--- config.mk ---
export PLATFORM = sky130hd
export DESIGN_NAME = cdc_pulse_arb
export DESIGN_NICKNAME = d
export VERILOG_FILES = /design/src/rtl/cdc_pulse_arb.sv
export SDC_FILE = /design/constraint.sdc
export NUM_CORES = 1
export LEC_CHECK = 0
export ABC_AREA = 1
export CAP_MARGIN = 20
export CORE_MARGIN = 4
export CORE_UTILIZATION = 52
export DETAILED_ROUTE_END_ITERATION = 16
export DONT_BUFFER_PORTS = 1
export GPL_ROUTABILITY_DRIVEN = 0
export GPL_TIMING_DRIVEN = 0
export PLACE_DENSITY = 0.7
export SYNTH_ARGS = -nofsm -noshare
export SYNTH_HDL_FRONTEND = slang
export SYNTH_SLANG_ARGS = --single-unit
--- constraint.sdc ---
create_clock -name clk -period 3.2 [get_ports clk]
set_input_delay 0.32 -clock clk [delete_from_list [all_inputs] [get_ports clk]]
set_output_delay 0.32 -clock clk [all_outputs]
set_load 0.01 [all_outputs]
--- src/rtl/cdc_pulse_arb.sv ---
// Round-robin scheduler sharing one pulse synchronizer among N_REQ requesters.
// Latency: a request sampled at edge k drives pluse_s high after edge k+1.
// Backpressure: requests queue in saturating counters; en low or a running gap holds them back.
module cdc_pulse_arb #(
    parameter int N_REQ = 4,
    parameter int CNT_W = 4,
    parameter int GAP   = 7,
    localparam int ID_W = $clog2(N_REQ)
) (
    input  logic             clk,
    input  logic             rst,
    input  logic [N_REQ-1:0] req_pls,
    input  logic             en,
    input  logic             ovf_clr,
    output logic             pluse_s,
    output logic [ID_W-1:0]  pluse_id,
    output logic             busy,
    output logic [N_REQ-1:0] ovf
);

    localparam int GC_W = $clog2(GAP + 1);
    localparam logic [CNT_W-1:0] CNT_MAX = '1;
    localparam logic [0:0] ST_IDLE = 1'b0;
    localparam logic [0:0] ST_GAP  = 1'b1;

    logic [CNT_W-1:0] cnt [N_REQ];
    logic [N_REQ-1:0] pend;
    logic [N_REQ-1:0] grant;
    logic [N_REQ-1:0] ovf_set;
    logic [ID_W-1:0]  rr;
    logic [ID_W-1:0]  winner;
    logic             found;
    logic             fire;
    logic [0:0]       state;
    logic [GC_W-1:0]  gap_cnt;

    always_comb begin
        for (int i = 0; i < N_REQ; i++) begin
            pend[i] = (cnt[i] != '0);
        end
    end

    // First pending requester at or after rr, wrapping around.
    always_comb begin
        winner = '0;
        found  = 1'b0;
        for (int k = 0; k < N_REQ; k++) begin
            if (!found && pend[(int'(rr) + k) % N_REQ]) begin
                winner = ID_W'((int'(rr) + k) % N_REQ);
                found  = 1'b1;
            end
        end
    end

    // A gap counter at zero means the full low gap has elapsed.
    assign fire = en && found && ((state == ST_IDLE) || (gap_cnt == '0));

    always_comb begin
        grant = '0;
        if (fire) begin
            grant[winner] = 1'b1;
        end
    end

    always_comb begin
        for (int i = 0; i < N_REQ; i++) begin
            ovf_set[i] = req_pls[i] && !grant[i] && (cnt[i] == CNT_MAX);
        end
    end

    always_ff @(posedge clk or posedge rst) begin
        if (rst) begin
            for (int i = 0; i < N_REQ; i++) begin
                cnt[i] <= '0;
            end
        end else begin
            for (int i = 0; i < N_REQ; i++) begin
                if (req_pls[i] && !grant[i]) begin
                    if (cnt[i] != CNT_MAX) begin
                        cnt[i] <= cnt[i] + 1'b1;
                    end
                end else if (!req_pls[i] && grant[i]) begin
                    cnt[i] <= cnt[i] - 1'b1;
                end
            end
        end
    end

    // A fresh overflow beats a simultaneous clear.
    always_ff @(posedge clk or posedge rst) begin
        if (rst) begin
            ovf <= '0;
        end else begin
            ovf <= (ovf & ~{N_REQ{ovf_clr}}) | ovf_set;
        end
    end

    always_ff @(posedge clk or posedge rst) begin
        if (rst) begin
            state    <= ST_IDLE;
            gap_cnt  <= '0;
            pluse_s  <= 1'b0;
            pluse_id <= '0;
            rr       <= '0;
        end else begin
            pluse_s <= fire;
            if (fire) begin
                state    <= ST_GAP;
                gap_cnt  <= GC_W'(GAP);
                pluse_id <= winner;
                rr       <= ID_W'((int'(winner) + 1) % N_REQ);
            end else if (state == ST_GAP) begin
                if (gap_cnt == '0) begin
                    state <= ST_IDLE;
                end else begin
                    gap_cnt <= gap_cnt - 1'b1;
                end
            end
        end
    end

    assign busy = (|pend) | (state == ST_GAP);

endmodule

==> out/metrics.yaml <==
placement:
  place.port_buffers: 0
  detailedPlacementHpwl_mm: 2.98
  postPlaceCellArea_um2: 2020
logic_synthesis:
  syn_area_um2: 1930
  ys.warnings.count: 0
  avgSynthCellArea_um2: 7.85
  ys_seq_area_share_pct: 37.6
  ys_ff_latch: 29
  postSynthNetCount: 268
  syn_inst: 246
  netlist-cell-type-count: 25
floorplan:
  start_util_pct: 55.7
  core_area_um2: 3470
  num_io_pins: 16
  floorplan.die.height_um: 68.9
  die_area_um2: 4750
  rows: 21
  floorplan.die.width_um: 68.9
worst_setup_path:
  slowest_stage: "sky130_fd_sc_hd__dfrtp_1"
  worstSetupPathDepth: 18
  critical_path_buf_inv_count: 1
  r2r_start: "cnt[8]"
  r2r_setup_slack_ns: 0.33
  timing.critical_path.from_type: "flip-flop"
  dominant_delay_contributor_by_cell_family_on_the_critical_path: "simple AND/OR/NAND/NOR gates"
  required_ns: 3.38
  endpoint_kind: "flip-flop"
  kind_of_critical_path: "reg2reg"
  path_common_cell: "sky130_fd_sc_hd__nand2_1"
  delay_of_the_slowest_cell_on_the_worst_path_ns: 0.46
  ff2ff_path_depth: 18
  critical_path.max_fanout: 5
  setup.worst_path.start: "cnt[8]"
  timing.critical_path.cells: "nor2_1, nand3_1, nand3_1, nand2_1, nor2_2, nand3b_1, nand2_2, nand4_1, nand2_1, ha_1, nand2_1, nand2_1, a31oi_1, inv_1, nand2_1, nand3_1, nand2_1, nand2_1"
  critical_path_at_ns: 3.05
global_routing:
  grt_pass1_wl_mm: 6.58
  grt_util_all_layers_pct: 19.3
  pin_count_of_the_biggest_net_entering_global_routing: 17
  overflow: 0
  antenna_found_initial: 0
  first_global_vias: 1462
min_path:
  hp-class: "in2async"
run:
  drv.max_cap_violation_count: 0
sta:
  timing.max_slew.rel_slack_pct: 57.9
  report.final.setup_viol: 0
  setup_total_neg_slack_ns: 0
  min_period_over_period_pct: 89.7
  fmax_ghz: 0.348
  setup_repair_after_global_routing_missed_its_margin: "no"
  final.min_clock_period_ns: 2.87
  finClkSkew_ns: 0.00790
  endpoints_failing_hold: 0
  maxSlewViolCount: 0
  actual_transition_at_the_worst_max_transition_pin_ns: 0.631
power_and_ir_drop:
  pwr_density_cell_nw_per_um2: 1020
  totalPowerFinal_uw: 2140
  vdd_ir_drop_max_mv: 0.525
  leakagePower_uw: 0.00106
drt:
  vias_per_cell: 5.45
  first_iter_violations: 124
  via_count: 1640
  antenna_left: 0
  detail_route.wirelength_mm: 3.90
  post-route-drc-count: 0
  dr.pass1.iters: 6
  routedWlPerCell_um: 13.0
clock_network:
  cts_inserted_buffers: 5
  cts.repair_timing.setup_buffer_count: 0
  clkSinkCount: 29
  worst_setup_hold_path_clk_slew_ns: 0.06
  cts_repair_resize_count: 0
  clock_tree.root_cell: "sky130_fd_sc_hd__clkbuf_8"
  htree_num_levels: 2
  insertion_delay_ns: 0.29
  cts_tree: "built"
  cts_max_path_buffers: 2
  holdBufCountCts: 0
finish:
  layout-area-overhead-vs-synth_pct: 8.94
  final_util_pct: 60.6
  layout-drive-gt1-share_pct: 11.0
  final_nets: 276
  design_area_um2: 2100
  diodes: 0
outcome:
  outcome: "completed"
==> synthesized netlist by cell type <==
cell | count | share of area (%)
sky130_fd_sc_hd__nand3_1 | 33 | 8.6
sky130_fd_sc_hd__nand2_1 | 57 | 11
sky130_fd_sc_hd__inv_1 | 31 | 6.0
sky130_fd_sc_hd__xnor2_1 | 4 | 1.8
sky130_fd_sc_hd__ha_1 | 10 | 6.5
sky130_fd_sc_hd__xor2_1 | 4 | 1.8
sky130_fd_sc_hd__nand4_1 | 10 | 3.2
sky130_fd_sc_hd__nor2_1 | 16 | 3.1
sky130_fd_sc_hd__a21oi_1 | 8 | 2.1
sky130_fd_sc_hd__fa_1 | 4 | 4.1
sky130_fd_sc_hd__o22ai_1 | 4 | 1.3
sky130_fd_sc_hd__dfrtp_1 | 29 | 38
sky130_fd_sc_hd__nand3_2 | 2 | 1.0
sky130_fd_sc_hd__a21boi_1 | 1 | 0.39
sky130_fd_sc_hd__xnor2_2 | 1 | 0.84
sky130_fd_sc_hd__nand2_2 | 8 | 2.6
sky130_fd_sc_hd__o21ai_0 | 6 | 1.6
sky130_fd_sc_hd__nand3b_1 | 4 | 1.6
sky130_fd_sc_hd__a31oi_1 | 4 | 1.3
sky130_fd_sc_hd__nor2_4 | 1 | 0.58
sky130_fd_sc_hd__inv_2 | 3 | 0.58
sky130_fd_sc_hd__buf_4 | 1 | 0.39
sky130_fd_sc_hd__nor2_2 | 3 | 0.97
sky130_fd_sc_hd__nand2_4 | 1 | 0.58
sky130_fd_sc_hd__o211ai_1 | 1 | 0.39
==> placed cells by master (no fill, tap or decap) <==
| cell | synthesis | final |
|---|---|---|
| sky130_fd_sc_hd__nor2_2 | 3 | 3 |
| sky130_fd_sc_hd__buf_4 | 1 | 1 |
| sky130_fd_sc_hd__fa_1 | 4 | 4 |
| sky130_fd_sc_hd__nand2_1 | 57 | 57 |
| sky130_fd_sc_hd__clkbuf_8 | 0 | 5 |
| sky130_fd_sc_hd__a21oi_1 | 8 | 8 |
| sky130_fd_sc_hd__o22ai_1 | 4 | 4 |
| sky130_fd_sc_hd__xnor2_2 | 1 | 1 |
| sky130_fd_sc_hd__clkbuf_1 | 0 | 3 |
| sky130_fd_sc_hd__nand3b_1 | 4 | 4 |
| sky130_fd_sc_hd__inv_1 | 31 | 30 |
| sky130_fd_sc_hd__buf_16 | 0 | 1 |
| sky130_fd_sc_hd__nor2_4 | 1 | 2 |
| sky130_fd_sc_hd__xnor2_1 | 4 | 4 |
| sky130_fd_sc_hd__dfrtp_1 | 29 | 29 |
| sky130_fd_sc_hd__nand3_1 | 33 | 33 |
| sky130_fd_sc_hd__a21boi_1 | 1 | 1 |
| sky130_fd_sc_hd__ha_1 | 10 | 10 |
| sky130_fd_sc_hd__a31oi_1 | 4 | 4 |
| sky130_fd_sc_hd__o211ai_1 | 1 | 1 |
| sky130_fd_sc_hd__nand3_2 | 2 | 2 |
| sky130_fd_sc_hd__xor2_1 | 4 | 4 |
| sky130_fd_sc_hd__nor2_1 | 16 | 15 |
| sky130_fd_sc_hd__nand4_1 | 10 | 10 |
| sky130_fd_sc_hd__o21ai_0 | 6 | 6 |
| sky130_fd_sc_hd__nand2_4 | 1 | 1 |
| sky130_fd_sc_hd__inv_2 | 3 | 4 |
| sky130_fd_sc_hd__nand2_2 | 8 | 8 |
==> sequential cells by signal, indices dropped and copies added (netlist names) <==
name	flops
pluse_s	1
gap_cnt	3
state	1
cnt	16
rr	2
ovf	4
pluse_id	2
==> final cells by class <==
class / instances / area, um^2
multi-input combinational: 182 / 1080
buffer: 1 / 7.51
inverter: 34 / 128
sequential: 29 / 726
fill: 321 / 1370
clock buffer: 8 / 80.1
timing repair buffer: 1 / 27.5
tap: 46 / 57.6
==> per-layer routing <==
| layer | vias to the layer above | track usage (%) | part of all wire [%] | routed length, um |
|---|---|---|---|---|
| li1 | 835 | - | - | - |
| met1 | 759 | 24.1 | 45 | 1740 |
| met2 | 40 | 30.5 | 49 | 1910 |
| met3 | 6 | 6.16 | 4.5 | 177 |
| met4 | 0 | 8.76 | 1.7 | 65 |
| met5 | - | 0 | 0 | 0 |
==> where the power goes <==
group          internal [uW]  total [uW]  switching [uW]
combinational            435        1110             671
clock                    154         293             139
sequential               536         738             202
==> path summary, 6_finish.rpt <==
| check | endpoint |
|---|---|
| max in group asynchronous | ovf[1] |
| max reg2reg | cnt[3] |
| min reg2reg | gap_cnt[1] |
| min in group clk | ovf[2] |
| max | cnt[3] |
| min | gap_cnt[1] |
==> metrics by stage <==
step / setup slack [ns] / std cells / hold slack [ns]
2_1_floorplan: 0.694 / 246 / 0.398
4_1_cts: 0.284 / 301 / 0.00960
3_5_place_dp: 0.323 / 293 / 0.322
5_1_grt: 0.0159 / 301 / 0.0425
3_3_place_gp: 0.387 / 292 / 0.428
6_report: 0.330 / 301 / 0.00417
==> logic make-up (layout without fill, tap and decap cells) <==
kind of cell	Yosys count	after routing	share of synthesized area, %
buffers and inverters	35	44	7.00
xor gates and xnor gates	9	9	4.47
and+or+nand+nor	135	135	33.3
DFF	29	29	37.6
AOI/OAI and AO/OA	24	24	7.00
adders and majority gates	14	14	10.6
Power figures use the tool's default switching activity.
